$ cat src/rtl/unpack_sk_stream.sv
// Streaming secret-key decoder: takes the packed key one byte per handshake, latches the
// rho/key/tr header and emits s1, s2 and t0 coefficients as tagged signed 32-bit values.
//
// state | meaning
// IDLE  | waiting for start, busy low
// HDR   | 96 header bytes into rho/key/tr
// S1    | s1 eta fields, 3 bits each
// S2    | s2 eta fields, 3 bits each
// T0    | t0 fields, 13 bits each
// DRAIN | all bytes in, emptying buffer and output register
// DONE  | one-cycle done pulse
module unpack_sk_stream #(
    parameter int K   = 6,
    parameter int L   = 5,
    parameter int ETA = 2
) (
    input  logic         clk_i,
    input  logic         rst_i,
    input  logic         start_i,
    input  logic [7:0]   in_byte_i,
    input  logic         in_valid_i,
    output logic         in_ready_o,
    output logic [31:0]  coef_data_o,
    output logic [1:0]   coef_sel_o,
    output logic [2:0]   coef_poly_o,
    output logic [7:0]   coef_idx_o,
    output logic         coef_valid_o,
    input  logic         coef_ready_i,
    output logic [255:0] rho_o,
    output logic [255:0] key_o,
    output logic [255:0] tr_o,
    output logic         busy_o,
    output logic         done_o,
    output logic         eta_err_o
);

    localparam int HDR_BYTES = 96;
    localparam int S1_BYTES  = L * 96;
    localparam int S2_BYTES  = K * 96;
    localparam int T0_BYTES  = K * 416;

    typedef enum logic [2:0] {
        ST_IDLE,
        ST_HDR,
        ST_S1,
        ST_S2,
        ST_T0,
        ST_DRAIN,
        ST_DONE
    } state_t;

    state_t        state_q;
    logic [11:0]   byte_cnt_q;
    logic [23:0]   buf_q;
    logic [4:0]    cnt_q;
    logic [31:0]   coef_data_q;
    logic [1:0]    coef_sel_q;
    logic [2:0]    coef_poly_q;
    logic [7:0]    coef_idx_q;
    logic          coef_valid_q;
    logic [2:0]    nxt_poly_q;
    logic [7:0]    nxt_idx_q;
    logic [255:0]  rho_q;
    logic [255:0]  key_q;
    logic [255:0]  tr_q;
    logic          eta_err_q;

    logic          in_ready;
    logic          accept;
    logic          accept_bits;
    logic          t0_bits;
    logic [4:0]    width;
    logic          out_free;
    logic          extract;
    logic [1:0]    sel_d;
    logic [31:0]   coef_d;
    logic [23:0]   shifted;
    logic [4:0]    cnt_sh;
    logic [23:0]   buf_d;
    logic [4:0]    cnt_d;
    logic [6:0]    hdr_pos;

    always_comb begin
        in_ready    = (state_q inside {ST_HDR, ST_S1, ST_S2, ST_T0})
                      && (cnt_q <= 5'd16) && (byte_cnt_q != 12'd0);
        accept      = in_ready && in_valid_i;
        accept_bits = accept && (state_q != ST_HDR);
        t0_bits     = state_q inside {ST_T0, ST_DRAIN};
        width       = t0_bits ? 5'd13 : 5'd3;
        out_free    = !coef_valid_q || coef_ready_i;
        extract     = (state_q inside {ST_S1, ST_S2, ST_T0, ST_DRAIN})
                      && (cnt_q >= width) && out_free;
        sel_d       = t0_bits ? 2'd2 : ((state_q == ST_S2) ? 2'd1 : 2'd0);
        // Unsigned subtraction wraps to the two's-complement result directly.
        if (t0_bits) begin
            coef_d = 32'd4096 - {19'd0, buf_q[12:0]};
        end else begin
            coef_d = 32'(ETA) - {29'd0, buf_q[2:0]};
        end
        shifted = extract ? (buf_q >> width) : buf_q;
        cnt_sh  = extract ? (cnt_q - width) : cnt_q;
        buf_d   = shifted;
        cnt_d   = cnt_sh;
        if (accept_bits) begin
            buf_d = shifted | ({16'd0, in_byte_i} << cnt_sh);
            cnt_d = cnt_sh + 5'd8;
        end
        hdr_pos = 7'(HDR_BYTES - 32'(byte_cnt_q));
    end

    always_ff @(posedge clk_i or posedge rst_i) begin
        if (rst_i) begin
            state_q      <= ST_IDLE;
            byte_cnt_q   <= '0;
            buf_q        <= '0;
            cnt_q        <= '0;
            coef_data_q  <= '0;
            coef_sel_q   <= '0;
            coef_poly_q  <= '0;
            coef_idx_q   <= '0;
            coef_valid_q <= 1'b0;
            nxt_poly_q   <= '0;
            nxt_idx_q    <= '0;
            rho_q        <= '0;
            key_q        <= '0;
            tr_q         <= '0;
            eta_err_q    <= 1'b0;
        end else begin
            buf_q <= buf_d;
            cnt_q <= cnt_d;

            if (accept) begin
                byte_cnt_q <= byte_cnt_q - 12'd1;
            end

            if (accept && state_q == ST_HDR) begin
                if (hdr_pos < 7'd32) begin
                    rho_q[{hdr_pos[4:0], 3'd0} +: 8] <= in_byte_i;
                end else if (hdr_pos < 7'd64) begin
                    key_q[{hdr_pos[4:0], 3'd0} +: 8] <= in_byte_i;
                end else begin
                    tr_q[{hdr_pos[4:0], 3'd0} +: 8] <= in_byte_i;
                end
            end

            if (extract) begin
                coef_valid_q <= 1'b1;
                coef_data_q  <= coef_d;
                coef_sel_q   <= sel_d;
                coef_poly_q  <= nxt_poly_q;
                coef_idx_q   <= nxt_idx_q;
                nxt_idx_q    <= nxt_idx_q + 8'd1;
                if (nxt_idx_q == 8'd255) begin
                    nxt_poly_q <= nxt_poly_q + 3'd1;
                end
                if (!t0_bits && buf_q[2:0] > 3'(2 * ETA)) begin
                    eta_err_q <= 1'b1;
                end
            end else if (coef_ready_i) begin
                coef_valid_q <= 1'b0;
            end

            // Field changes only happen with an empty buffer, so no extract collides with the index reset.
            case (state_q)
                ST_IDLE: begin
                    if (start_i) begin
                        state_q    <= ST_HDR;
                        byte_cnt_q <= 12'(HDR_BYTES);
                        buf_q      <= '0;
                        cnt_q      <= '0;
                        nxt_poly_q <= '0;
                        nxt_idx_q  <= '0;
                        rho_q      <= '0;
                        key_q      <= '0;
                        tr_q       <= '0;
                        eta_err_q  <= 1'b0;
                    end
                end
                ST_HDR: begin
                    if (byte_cnt_q == 12'd0) begin
                        state_q    <= ST_S1;
                        byte_cnt_q <= 12'(S1_BYTES);
                    end
                end
                ST_S1: begin
                    if (byte_cnt_q == 12'd0 && cnt_q == 5'd0) begin
                        state_q    <= ST_S2;
                        byte_cnt_q <= 12'(S2_BYTES);
                        nxt_poly_q <= '0;
                        nxt_idx_q  <= '0;
                    end
                end
                ST_S2: begin
                    if (byte_cnt_q == 12'd0 && cnt_q == 5'd0) begin
                        state_q    <= ST_T0;
                        byte_cnt_q <= 12'(T0_BYTES);
                        nxt_poly_q <= '0;
                        nxt_idx_q  <= '0;
                    end
                end
                ST_T0: begin
                    if (byte_cnt_q == 12'd0) begin
                        state_q <= ST_DRAIN;
                    end
                end
                ST_DRAIN: begin
                    if (cnt_q == 5'd0 && out_free) begin
                        state_q <= ST_DONE;
                    end
                end
                ST_DONE: begin
                    state_q <= ST_IDLE;
                end
                default: begin
                    state_q <= ST_IDLE;
                end
            endcase
        end
    end

    assign in_ready_o   = in_ready;
    assign coef_data_o  = coef_data_q;
    assign coef_sel_o   = coef_sel_q;
    assign coef_poly_o  = coef_poly_q;
    assign coef_idx_o   = coef_idx_q;
    assign coef_valid_o = coef_valid_q;
    assign rho_o        = rho_q;
    assign key_o        = key_q;
    assign tr_o         = tr_q;
    assign busy_o       = (state_q != ST_IDLE);
    assign done_o       = (state_q == ST_DONE);
    assign eta_err_o    = eta_err_q;

endmodule

$ cat config.mk
export PLATFORM = sky130hd
export DESIGN_NAME = unpack_sk_stream
export DESIGN_NICKNAME = d
export VERILOG_FILES = /design/src/rtl/unpack_sk_stream.sv
export SDC_FILE = /design/constraint.sdc
export NUM_CORES = 2
export LEC_CHECK = 0
export ABC_AREA = 1
export CORE_AREA = 5 5 318 320
export CTS_CLUSTER_SIZE = 30
export DETAILED_ROUTE_END_ITERATION = 16
export DIE_AREA = 0 0 323 325
export PLACE_DENSITY = 0.68
export SLEW_MARGIN = 25
export SYNTH_ARGS = -nofsm -noshare
export SYNTH_HDL_FRONTEND = slang
export SYNTH_SLANG_ARGS = --single-unit
$ cat constraint.sdc
create_clock -name clk_i -period 53.4 [get_ports clk_i]
set_input_delay 8.01 -clock clk_i [delete_from_list [all_inputs] [get_ports clk_i]]
set_output_delay 8.01 -clock clk_i [all_outputs]
set_load 0.02 [all_outputs]
==> impl_results.md <==
- Delay-heaviest family, CP: buffers and inverters
- Layout cells sized above 1: 0.0650
- Yosys warning count: 0
- Slew @ Worst Pin: 1210 ps
- Dpl hpwl: 110 mm
- Vias in the first global route: 33,565
- Gr ovfl total: 0
- DRT Pass-1 Iters: 6
- Crit path DAT: 13,180 ps
- Buffers and inverters on the worst path: 8
- CTS max path bufs: 3
- PortBufs: 830
- P_leak: 22.8 nW
- CP max stage cell: buf_4
- Diode count: 0
- I/O pin count: 831
- Post-synthesis sequential area ratio: 0.571
- Critical Path Most Common Cell: buf_4
- Pin count of the biggest net entering global routing: 269
- Synth unique cells: 56
- Via/cell ratio: 5.46
- EDFF count, synth: 0
- GRT Total Usage: 0.287
- Row count: 115
- Vias: 34,644
- CTS tree: done
- Setup crit start kind: input port
- Required @ worst endpoint: 54,120 ps
- GPL Wtd Cong: 0.883
- Post-synthesis async set-or-reset flop share: 1.00
- Syn-to-layout area delta: 33.4%
- CTS Root Cell: clkbuf_16
- Slew Viols, Final: 0
- Syn Inst Count: 4,276
- Hold Path Class: register to register
- Synth area leader: dfrtp_1
- Unrepaired setup endpoints after global routing: no
- Die Span X: 323 µm
- Max-Cap Viols: 0
- NumNets Final: 5,007
- Core area: 97,800 µm²
- Syn_nets: 4,301
- Clock-pin slew on the worst setup and hold paths: 60 ps
- Final period utilization: 0.233
- Max_slew headroom: 0.191
- Achievable Freq: 80.2 MHz
- Clk_skew: 15.5 ps
- CTS hold repair buffers: 0
- Crit Path Class: input port to asynchronous set/reset pin
- Top cell type's share of synthesized area: 0.571
- Antenna Violating Nets Remaining: 0
- Clk sinks: 852
- PD cells: 37.1 nW/µm²
- Peak per-stage delay on the critical path: 850 ps
- Initial antenna violation count: 6
- Final setup viols: 0
- Drt total wl: 155 mm
- Drt drc: 0
- Die ar.: 105,000 µm²
- Avg Cell Area, Syn: 8.73 µm²
- Post-CTS sizing: 0
- #FFs+latches synth: 852
- Worst setup EP type: asynchronous set/reset pin
- Critical Path Fanout Max: 111
- Synth Flop Type: dfrtp_1
- Cts bufs inserted: 91
- Initial core utilization: 0.382
- Max rail drop VDD: 0.0000249 V
- Die Span Y: 325 µm
- Outcome: finished clean
- Setup_tns: 0 ps
- DR WL/cell: 24.5 µm
- Hold violation count in the final report: 0
- Synth top area cells: dfrtp_1 (57%), nor2_1 (10%), o21ai_0 (9.0%)
- Hold_ws: 482 ps
- Mapped cell area: 37,300 µm²
- Worst skew pair latency: 670 ps
- Cells along the critical path: clkdlybuf4s50_1 > inv_8 > buf_4 > buf_4 > buf_4 > buf_4 > buf_16 > buf_4
- H-tree depth: 3
- Tmin final: 12,460 ps
- Post-CTS Setup Bufs: 0
- Global-route wire length before repair: 228 mm
- Starting DRT DRC Count: 3,610
where the power goes:
part           switching, mW  internal [mW]
clock                  0.275          0.415
combinational          0.350          0.107
sequential            0.0283          0.672
routing by layer:
layer	track usage	wire length (µm)	up-vias
met5	0	12	-
met2	0.464	73300	1508
met3	0.0672	12500	308
met4	0.115	6960	2
met1	0.373	62400	17068
li1	-	-	15758
cell usage after synthesis, types with 5 or more instances:
cell       instances
a211oi_1          25
a211oi_2          11
a21oi_1          579
a22oi_1            7
a2bb2oi_1         10
buf_1              9
buf_2             85
buf_4             36
clkbuf_1         144
dfrtp_1          852
ha_1              11
inv_1            168
inv_2             22
nand2_1          237
nand2_2            5
nand3_1           94
nand4_1           12
nor2_1          1011
nor2_2            18
nor2_4            19
nor3_1            58
nor4_1            10
o21ai_0          673
o21ai_1          109
xor2_1             8
registers in the layout (all words and copies together) (netlist names):
name,cells
nxt_poly_q,3
cnt_q,5
byte_cnt_q,12
nxt_idx_q,8
coef_idx_o,8
coef_data_o,14
state_q,3
coef_valid_o,1
tr_o,256
eta_err_o,1
rho_o,256
buf_q,24
coef_sel_o,2
coef_poly_o,3
key_o,256
tightest hold or removal path, cell delays in order, from the launching register on:
cell	delay, ps
dfrtp_1	340
nand2_1	50
o21ai_0	60
cells by family after synthesis:
group | Yosys count | share of synthesized area
AO/OA/AOI/OAI | 1435 | 0.199
buffers and inverters | 473 | 0.0549
AND/OR/NAND/NOR | 1488 | 0.167
multiplexers | 2 | 0.000536
flip-flops | 852 | 0.571
adder cells (fa/ha/maj) | 12 | 0.00422
XOR/XNOR | 14 | 0.00369
per-stage QoR:
stage / worst slack (ps) / util / cells / total power [mW] / instance area (µm²)
after floorplan: 21450 / - / 4276 / 0.993 / 37300
after global placement: 39820 / 0.474 / 6172 / 1.16 / 46400
after detailed placement: 39800 / 0.475 / 6173 / 1.17 / 46500
after CTS: 40570 / 0.508 / 6342 / 1.86 / 49700
after global routing: 40160 / 0.509 / 6345 / 1.93 / 49800
final: 40940 / 0.509 / 6345 / 1.85 / 49800
worst paths after layout:
path / from / endpoint / slack (ps) / cells after the start
max: rst_i / key_o[192] / 40940 / 8
min: coef_idx_o[0] / coef_idx_o[0] / 480 / 2
max reg2reg: state_q[2] / buf_q[11] / 48020 / 19
min reg2reg: coef_idx_o[0] / coef_idx_o[0] / 480 / 2
max in group clk_i: coef_ready_i / buf_q[11] / 42160 / 13
min in group asynchronous: rst_i / key_o[215] / 7850 / 2
cells in the final DEF, fill, tap and decap left out, types with 5 or more instances in the layout:
master and n:
nor2_1 1008, dfrtp_1 852, clkdlybuf4s50_1 830, o21ai_0 673, a21oi_1 579, nand2_1 235, inv_1 165, o21ai_1 109
nand3_1 94, clkbuf_16 92, nor3_1 56, buf_4 54, a211oi_1 25, inv_2 21, nor2_2 20, nor2_4 20
clkinv_2 19, clkbuf_8 18, bufinv_16 15, clkbuf_1 15, nand4_1 12, a211oi_2 11, ha_1 11, a2bb2oi_1 10
xor2_1 8, inv_6 8, a22oi_1 7, nand2_2 6, nor4_1 5, nor3_2 5, nor4_2 5
final cells by class:
type	instances	area (µm²)
Tap cell	1287	1610
Fill cell	9256	48000
Clock buffer	125	2610
Clock inverter	44	642
Multi-Input combinational cell	2951	14000
Sequential cell	852	21300
Inverter	195	753
Timing Repair Buffer	891	8830
Power figures use the tool's default switching activity.
